<file path="src/rtl/mul_seq_array.sv">
`default_nettype none
// ============================================================================
// Module   : mul_seq_array
// Brief    : Sequential unsigned mantissa multiplier. Multiplies a by one
//            DIGIT-bit slice of b per cycle and accumulates into a 2*WIDTH
//            accumulator. Valid/ready handshakes on input and output.
//            Optional macro MUL_STICKY_EN adds a sticky output equal to the
//            OR of acc[WIDTH-3:0], used by the rounding stage.
// Revision : 1.0 - initial release
// ============================================================================
module mul_seq_array #(
  parameter int WIDTH = 24,
  parameter int DIGIT = 8
) (
  input  logic               clk,
  input  logic               rst_n,
  input  logic               in_valid,
  output logic               in_ready,
  input  logic [WIDTH-1:0]   a,
  input  logic [WIDTH-1:0]   b,
  output logic               out_valid,
  input  logic               out_ready,
  output logic [2*WIDTH-1:0] c,
  output logic               busy
`ifdef MUL_STICKY_EN
  ,
  output logic               sticky
`endif
);

  localparam int N  = WIDTH / DIGIT;
  localparam int CW = $clog2(N) + 1;
  localparam int PW = 2 * WIDTH;
  localparam logic [CW-1:0] C_LAST = CW'(N - 1);
  localparam logic [CW-1:0] C_ONE  = CW'(1);

  // b must split into whole digits, otherwise the iteration count is wrong
  generate
    if ((DIGIT < 1) || (WIDTH % DIGIT != 0)) begin : g_bad_digit
      $error("mul_seq_array: WIDTH must be a multiple of DIGIT");
    end
  endgenerate

  typedef enum logic [1:0] {
    S_IDLE = 2'b00,
    S_RUN  = 2'b01,
    S_DONE = 2'b10
  } state_t;

  state_t            r_state;
  state_t            w_state_nxt;
  logic [WIDTH-1:0]  r_a;
  logic [WIDTH-1:0]  r_b;
  logic [PW-1:0]     r_acc;
  logic [CW-1:0]     r_cnt;
  logic [31:0]       w_shamt;
  logic [DIGIT-1:0]  w_digit;
  logic [PW-1:0]     w_pp;
  logic [PW-1:0]     w_pp_sh;
  logic              w_accept;
  logic              w_last;

  // Bit offset of the current digit; also the weight of its partial product.
  assign w_shamt = 32'(r_cnt) * 32'(DIGIT);
  assign w_digit = r_b[w_shamt +: DIGIT];
  assign w_pp    = {{WIDTH{1'b0}}, r_a} * {{(PW-DIGIT){1'b0}}, w_digit};
  assign w_pp_sh = w_pp << w_shamt;
  assign w_last  = (r_cnt == C_LAST);

  // A finished result can be handed off and a new operand taken on one edge.
  assign in_ready  = (r_state == S_IDLE) || ((r_state == S_DONE) && out_ready);
  assign w_accept  = in_valid && in_ready;
  assign out_valid = (r_state == S_DONE);
  assign busy      = (r_state == S_RUN);
  assign c         = r_acc;

`ifdef MUL_STICKY_EN
  assign sticky = |r_acc[WIDTH-3:0];
`endif

  // State register
  always_ff @(posedge clk or negedge rst_n) begin
    if (!rst_n) begin
      r_state <= S_IDLE;
    end else begin
      r_state <= w_state_nxt;
    end
  end

  // Next-state logic; the unused encoding falls back to IDLE
  always_comb begin
    w_state_nxt = r_state;
    case (r_state)
      S_IDLE: if (w_accept) w_state_nxt = S_RUN;
      S_RUN:  if (w_last)   w_state_nxt = S_DONE;
      S_DONE: begin
        if (w_accept)       w_state_nxt = S_RUN;
        else if (out_ready) w_state_nxt = S_IDLE;
      end
      default: w_state_nxt = S_IDLE;
    endcase
  end

  // Operand capture and digit-serial accumulation (fixed N iterations)
  always_ff @(posedge clk or negedge rst_n) begin
    if (!rst_n) begin
      r_a   <= '0;
      r_b   <= '0;
      r_acc <= '0;
      r_cnt <= '0;
    end else if (w_accept) begin
      r_a   <= a;
      r_b   <= b;
      r_acc <= '0;
      r_cnt <= '0;
    end else if (r_state == S_RUN) begin
      r_acc <= r_acc + w_pp_sh;
      r_cnt <= r_cnt + C_ONE;
    end
  end

endmodule
`default_nettype wire
</file>
<file path="config.mk">
export PLATFORM = sky130hd
export DESIGN_NAME = mul_seq_array
export DESIGN_NICKNAME = d
export VERILOG_FILES = /design/src/rtl/mul_seq_array.sv
export SDC_FILE = /design/constraint.sdc
export NUM_CORES = 1
export LEC_CHECK = 0
export ABC_AREA = 0
export ABC_CLOCK_PERIOD_IN_PS = 23300
export BUFFER_PORTS_ARGS = -buffer_cell sky130_fd_sc_hd__buf_4
export CAP_MARGIN = 40
export CORE_ASPECT_RATIO = 0.75
export CORE_MARGIN = 1
export CORE_UTILIZATION = 50
export DETAILED_ROUTE_END_ITERATION = 16
export PLACE_DENSITY = 0.68
export SYNTH_ARGS = -nofsm -noshare
export SYNTH_HDL_FRONTEND = slang
export SYNTH_SLANG_ARGS = --single-unit
</file>
<file path="constraint.sdc">
create_clock -name clk -period 23.3 [get_ports clk]
set_input_delay 1.165 -clock clk [delete_from_list [all_inputs] [get_ports clk]]
set_output_delay 1.165 -clock clk [all_outputs]
set_load 0.01 [all_outputs]
</file>
==> reports/results.tsv, run 1 <==
stage	metric	value	unit
synth	synth_edf_count	0	
sta	setup_viol	0	
sta	hold_violations	0	
detailed_routing	first_pass_iters	7	
sta	tightest_slew	753.2	ps
synth	synthTopCellsByCount	nand2_1 (166), and2_1 (154), inv_1 (147), fa_1 (133)	
setup_path	crit_path_start_kind	flip-flop	
global_routing	grt_overflow	0	
setup_path	critPathTopFamily	compound AO/OA/AOI/OAI gates	
sta	fmax	101.6	MHz
sta	skew	11.83	ps
finish	multiInputGateArea	10040	um^2
detailed_routing	route.detailed.wl_per_inst	18.55	um
setup_path	worst_r2r_path_depth	37	
detailed_routing	antenna_left	0	
synth	synth_area_leaders	fa_1 (20%), dfrtp_1 (19%), ha_1 (9.4%), and2_1 (7.2%), nand2_1 (4.6%)	
die	core-area	26160	um^2
sta	min_period_over_period	42.26	%
setup_path	reg2reg_to	c[46]$_DFFE_PN0P_	
place	gp_congestion	0.9497	
detailed_routing	drt_iter0_drc	819	
status	outcome	complete, no violations	
setup_path	cpPeakStageDelay	550	ps
hold_path	whs_path_depth	1	
cts	cts.repair.resized	0	
place	dp.final_hpwl	28.59	mm
setup_path	crit_path_end_kind	flip-flop	
finish	syn_to_final_growth	10.24	%
global_routing	grt_pass1_wl	58.50	mm
finish	final_layout_size_suffix_gt1_share	12.96	%
sta	slew_headroom	49.73	%
place	place_area	14500	um^2
hold_path	worstHoldStart	r_b[2]$_DFFE_PN0P_	
global_routing	grt_max_degree	93	
finish	regArea	2527	um^2
synth	synth_top_area_share	19.84	%
die	die_h	143.9	um
detailed_routing	route.detailed.drc	0	
finish	fillCellCount	2431	
detailed_routing	viasPerCell	5.772	
global_routing	grt_usage	27.30	%
sta	period_needed	9847	ps
sta	drv_slew	0	
synth	yosysSeqAreaShare	18.83	%
cts	hold_buffers	0	
cts	clock_sinks	101	
synth	synth_nets	1838	
setup_path	cp.arrival	10140	ps
cts	clockRootBuffer	clkbuf_16	
detailed_routing	vias	11250	
setup_path	path_max_fanout	41	
cts	htree_num_levels	3	
place	port_buffers	102	
cts	post_cts_buffers	0	
finish	nets	1886	
setup_path	crit_path_frequent_cell	a21oi_1	
die	initial_core_util	51.30	%
synth	syn_avg_cell_area	8.647	um^2
global_routing	grt_pass1_vias	10710	
cts	cts_buffers	9	
synth	yosys_warnings	0	
finish	antennaDiodeCount	0	
setup_path	path_class	flip-flop to flip-flop	
detailed_routing	wirelength	36.16	mm
setup_path	rr_startpoint	r_cnt[1]$_DFFE_PN0P_	
hold_path	min_to	r_b[2]$_DFFE_PN0P_	
synth	yosys_register_bits	101	
cts	clkTransAtPathRegs	90	ps
synth	syn_area	13420	um^2
synth	syn_inst	1552	
synth	synth_ff_type	dfrtp_1	
run	cap_violations	0	
setup_path	cp_num_buf_inv	7	
synth	yosysMostFrequentCell	nand2_1	
hold_path	hold_class	flip-flop to flip-flop	
finish	fin_area	14790	um^2
die	dieArea	27510	um^2
setup_path	slowest_stage	fa_1	
die	placementRows	51	
synth	synthDistinctLibCells	66	
die	num_io_pins	103	
synth	synth_area_leader_cell	fa_1	
global_routing	antenna_found_initial	0	
cts	clkLatencyLatePin	370	ps
cts	clock_tree.buffer_depth	2	
die	dieWidth	191.2	um
cts	cts_tree	done	
setup_path	regToRegSetupSlack	13450	ps
synth	async_flop_share	100.0	%
sta	rsz0062_at_grt	no	
sta	tns	0	ps
setup_path	cp.required	23600	ps
sta	whs	511.3	ps
per-stage QoR:
| stage | util [%] | setup WS [ps] | cells |
|---|---|---|---|
| after floorplan | - | 14840 | 1552 |
| after global placement | 55.07 | 13220 | 1928 |
| after detailed placement | 55.43 | 13620 | 1933 |
| after CTS | 56.55 | 13560 | 1949 |
| after global routing | 56.55 | 12700 | 1949 |
| final | 56.55 | 13450 | 1949 |
cell usage in the layout, fill, tap and decap left out, drive strengths merged, types with 34 or more instances in the layout:
cell type	n
o21ai	53
mux2	53
inv	150
nand2	166
ha	101
a21o	48
a21oi	97
and2	154
dfrtp	101
xnor2	34
o22ai	53
xor2	35
buf	119
nor2	93
fa	133
worst max path at each step:
stage                              start                end  slack (ps)  depth (start not counted)
finish              r_cnt[1]$_DFFE_PN0P_  c[46]$_DFFE_PN0P_       13450                         37
global route        r_cnt[1]$_DFFE_PN0P_  c[46]$_DFFE_PN0P_       12700                         37
CTS                 r_cnt[1]$_DFFE_PN0P_  c[46]$_DFFE_PN0P_       13560                         37
detailed placement  r_cnt[1]$_DFFE_PN0P_  c[46]$_DFFE_PN0P_       13620                         37
global placement    r_cnt[1]$_DFFE_PN0P_  c[46]$_DFFE_PN0P_       13220                         36
floorplan           r_cnt[0]$_DFFE_PN0P_  c[45]$_DFFE_PN0P_       14840                         39
cell families after synthesis:
group / synth area share [%]
fa+ha+maj: 29.26
buf+inv: 6.461
compound gates: 16.37
simple gates: 18.61
flops: 18.83
mux: 5.967
xor+xnor: 4.503
sequential cells by signal (all words and copies together), names as in the netlist:
register and count:
c 48, r_a 24, r_b 24, r_cnt 3, r_state 2
area by class of cell:
cell class / instances / share of cell area [%]
clock buffers: 9 / 1.522
repair buffers: 119 / 6.411
well taps: 344 / 2.909
inverters: 147 / 3.730
clock inverters: 7 / 0.4567
multi-input cells: 1222 / 67.89
flip-flops and latches: 101 / 17.08
routing by layer:
layer | vias up | share of wire (%) | track usage (%)
met3 | 23 | 6.4 | 4.176
li1 | 5330 | - | -
met5 | - | 0 | 0
met4 | 0 | 0.83 | 4.302
met1 | 5529 | 50 | 42.52
met2 | 368 | 43 | 40.08
Power of run 1 is left out: the tool's default activity adds up to more than one toggle a clock period on the data nets, which glitch-free logic cannot reach.
==> run 2, diff against run 1 <==
Settings changed: ABC_AREA 0 to 1, ABC_CLOCK_PERIOD_IN_PS 23300 to 9700.
Clock period 23.3 ns to 9.7 ns, I/O delays scaled along.
==> reports/results.tsv, run 2 <==
stage	metric	value	unit	change
status	outcome	finished with violations		was complete, no violations
status	violations	DRC		
cts	cts_buffers	9		unchanged
setup_path	rr_startpoint	r_cnt[1]$_DFFE_PN0P_		unchanged
sta	tightest_slew	792.1	ps	was 753.2 ps
finish	fillCellCount	2557		was 2431
sta	rsz0062_at_grt	no		unchanged
cts	clkTransAtPathRegs	90	ps	about the same
setup_path	path_max_fanout	26		was 41
global_routing	grt_max_degree	64		was 93
finish	final_layout_size_suffix_gt1_share	10.18	%	was 12.96%
setup_path	path_class	flip-flop to flip-flop		unchanged
synth	synth_edf_count	0		unchanged
sta	hold_violations	0		unchanged
sta	fmax	113.8	MHz	was 101.6 MHz
global_routing	antenna_found_initial	0		unchanged
finish	syn_to_final_growth	10.67	%	was 10.24%
synth	syn_area	13660	um^2	was 13420 um^2
global_routing	grt_usage	33.32	%	was 27.30%
cts	hold_buffers	0		unchanged
setup_path	reg2reg_to	c[36]$_DFFE_PN0P_		was c[46]$_DFFE_PN0P_
setup_path	crit_start	r_cnt[1]$_DFFE_PN0P_		unchanged
die	dieWidth	192.8	um	was 191.2 um
place	port_buffers	102		unchanged
sta	skew	18.15	ps	was 11.83 ps
die	num_io_pins	103		unchanged
place	dp.final_hpwl	36.57	mm	was 28.59 mm
detailed_routing	first_pass_iters	11		was 7
synth	synthDistinctLibCells	53		was 66
finish	nets	2305		was 1886
finish	regArea	2527	um^2	unchanged
cts	clock_tree.buffer_depth	2		unchanged
detailed_routing	antenna_left	0		unchanged
cts	cts.repair.resized	0		unchanged
setup_path	crit_path_start_kind	flip-flop		unchanged
cts	clock_sinks	101		unchanged
setup_path	cp.arrival	9060	ps	was 10140 ps
hold_path	hold_class	input pin to asynchronous set/reset pin		was flip-flop to flip-flop
synth	yosysMostFrequentCell	nand2_1		unchanged
cts	clockRootBuffer	clkbuf_16		unchanged
finish	layout_common_cells	nand2_1 (479), nor2_1 (276), inv_1 (269)		was nand2_1 (166), and2_1 (153), inv_1 (147)
finish	postLayoutCoreUtil	57.21	%	was 56.55%
die	core-area	26420	um^2	was 26160 um^2
finish	multiInputGateArea	9823	um^2	was 10040 um^2
detailed_routing	vias	13210		was 11250
die	placementRows	51		unchanged
cts	htree_num_levels	3		unchanged
cts	cts_tree	done		unchanged
setup_path	crit_path_frequent_cell	inv_1		was a21oi_1
detailed_routing	route.detailed.wl_per_inst	18.81	um	was 18.55 um
die	die_h	145.1	um	was 143.9 um
synth	yosysSeqAreaShare	18.51	%	was 18.83%
setup_path	worst_r2r_path_depth	33		was 37
setup_path	cp.required	9970	ps	was 23600 ps
cts	clkLatencyLatePin	390	ps	was 370 ps
synth	yosys_warnings	0		unchanged
global_routing	grt_pass1_vias	12860		was 10710
sta	slew_headroom	46.64	%	was 49.73%
synth	synthTopCellsByCount	nand2_1 (479), nor2_1 (277), inv_1 (269), fa_1 (133), o21ai_0 (120)		was nand2_1 (166), and2_1 (154), inv_1 (147), fa_1 (133)
synth	synth_top_area_share	19.50	%	was 19.84%
finish	antennaDiodeCount	0		unchanged
synth	synth_nets	2225		was 1838
global_routing	grt_overflow	0		unchanged
synth	syn_inst	1939		was 1552
setup_path	crit_path_end_kind	flip-flop		unchanged
sta	tns	0	ps	unchanged
synth	syn_avg_cell_area	7.043	um^2	was 8.647 um^2
sta	period_needed	8788	ps	was 9847 ps
sta	drv_slew	0		unchanged
setup_path	slowest_stage	dfrtp_1		was fa_1
cts	post_cts_buffers	0		unchanged
sta	setup_viol	0		unchanged
run	cap_violations	0		unchanged
sta	min_period_over_period	90.60	%	was 42.26%
die	dieArea	27990	um^2	was 27510 um^2
detailed_routing	viasPerCell	5.579		was 5.772
detailed_routing	drt_iter0_drc	1346		was 819
setup_path	cpPeakStageDelay	500	ps	was 550 ps
finish	largest_reg_flops	48		unchanged
detailed_routing	wirelength	44.55	mm	was 36.16 mm
synth	yosys_register_bits	101		unchanged
die	initial_core_util	51.70	%	was 51.30%
synth	synth_area_leaders	fa_1 (19%), dfrtp_1 (19%), nand2_1 (13%), ha_1 (9.3%), nor2_1 (7.6%)		was fa_1 (20%), dfrtp_1 (19%), ha_1 (9.4%), and2_1 (7.2%), nand2_1 (4.6%)
synth	synth_area_leader_cell	fa_1		unchanged
setup_path	regToRegSetupSlack	910	ps	was 13450 ps
global_routing	grt_pass1_wl	70.92	mm	was 58.50 mm
finish	mostFrequentLayoutCell	nand2_1		unchanged
place	gp_congestion	1.001		was 0.9497
detailed_routing	route.detailed.drc	4		was 0
synth	async_flop_share	100.0	%	unchanged
synth	synth_ff_type	dfrtp_1		unchanged
==> run 2: critical path: cells and delay by family (launching register included) <==
kind | cells | cell delay [ps]
XOR/XNOR | 1 | 290
flip-flops | 1 | 500
buffers and inverters | 7 | 1050
AND/OR/NAND/NOR | 9 | 1820
AO/OA/AOI/OAI | 10 | 2280
adder cells (fa/ha/maj) | 6 | 2720
==> run 2: how the worst max path moves through the flow <==
stage                                    to  slack [ps]  depth (start not counted)
after global routing      c[46]$_DFFE_PN0P_         520                         35
after CTS                 c[44]$_DFFE_PN0P_        1200                         36
after global placement    c[36]$_DFFE_PN0P_        1220                         32
final                     c[36]$_DFFE_PN0P_         910                         33
after detailed placement  c[44]$_DFFE_PN0P_        1220                         36
after floorplan           c[40]$_DFFE_PN0P_        3220                         35
==> run 2: cell families (layout without fill, tap and decap cells) <==
family	after synthesis	after routing	synth area share [%]
AO/OA/AOI/OAI	322	322	13.76
AND/OR/NAND/NOR	910	910	27.47
flip-flops	101	101	18.51
buffers and inverters	342	427	9.583
XOR/XNOR	29	29	1.860
multiplexers	1	1	0.07330
adder cells (fa/ha/maj)	234	234	28.75
==> run 2: stage by stage <==
step	setup slack [ps]	cell area (um^2)	hold slack [ps]	std cells
detailed placement	1223	14810	461.0	2352
finish	911.9	15110	70.06	2368
floorplan	3217	13660	189.4	1939
global route	520.0	15110	107.0	2368
global placement	1225	14740	457.5	2349
CTS	1204	15110	89.58	2368
==> run 2: cell type report <==
type / count / area share, %
clock inverters: 7 / 0.5132
repair buffers: 118 / 6.159
flip-flops and latches: 101 / 16.72
well taps: 344 / 2.848
multi-input cells: 1496 / 64.99
inverters: 293 / 7.276
clock buffers: 9 / 1.490
==> run 2: layer usage <==
| layer | up-vias | global-route usage (%) | wire [um] | part of all wire (%) |
|---|---|---|---|---|
| li1 | 6305 | - | - | - |
| met1 | 6280 | 52.77 | 22000 | 49 |
| met2 | 581 | 45.41 | 17560 | 39 |
| met3 | 44 | 8.152 | 4442 | 10 |
| met4 | 0 | 5.591 | 546 | 1.2 |
| met5 | - | 0 | 0 | 0 |
Power of run 2 is left out for the same reason.
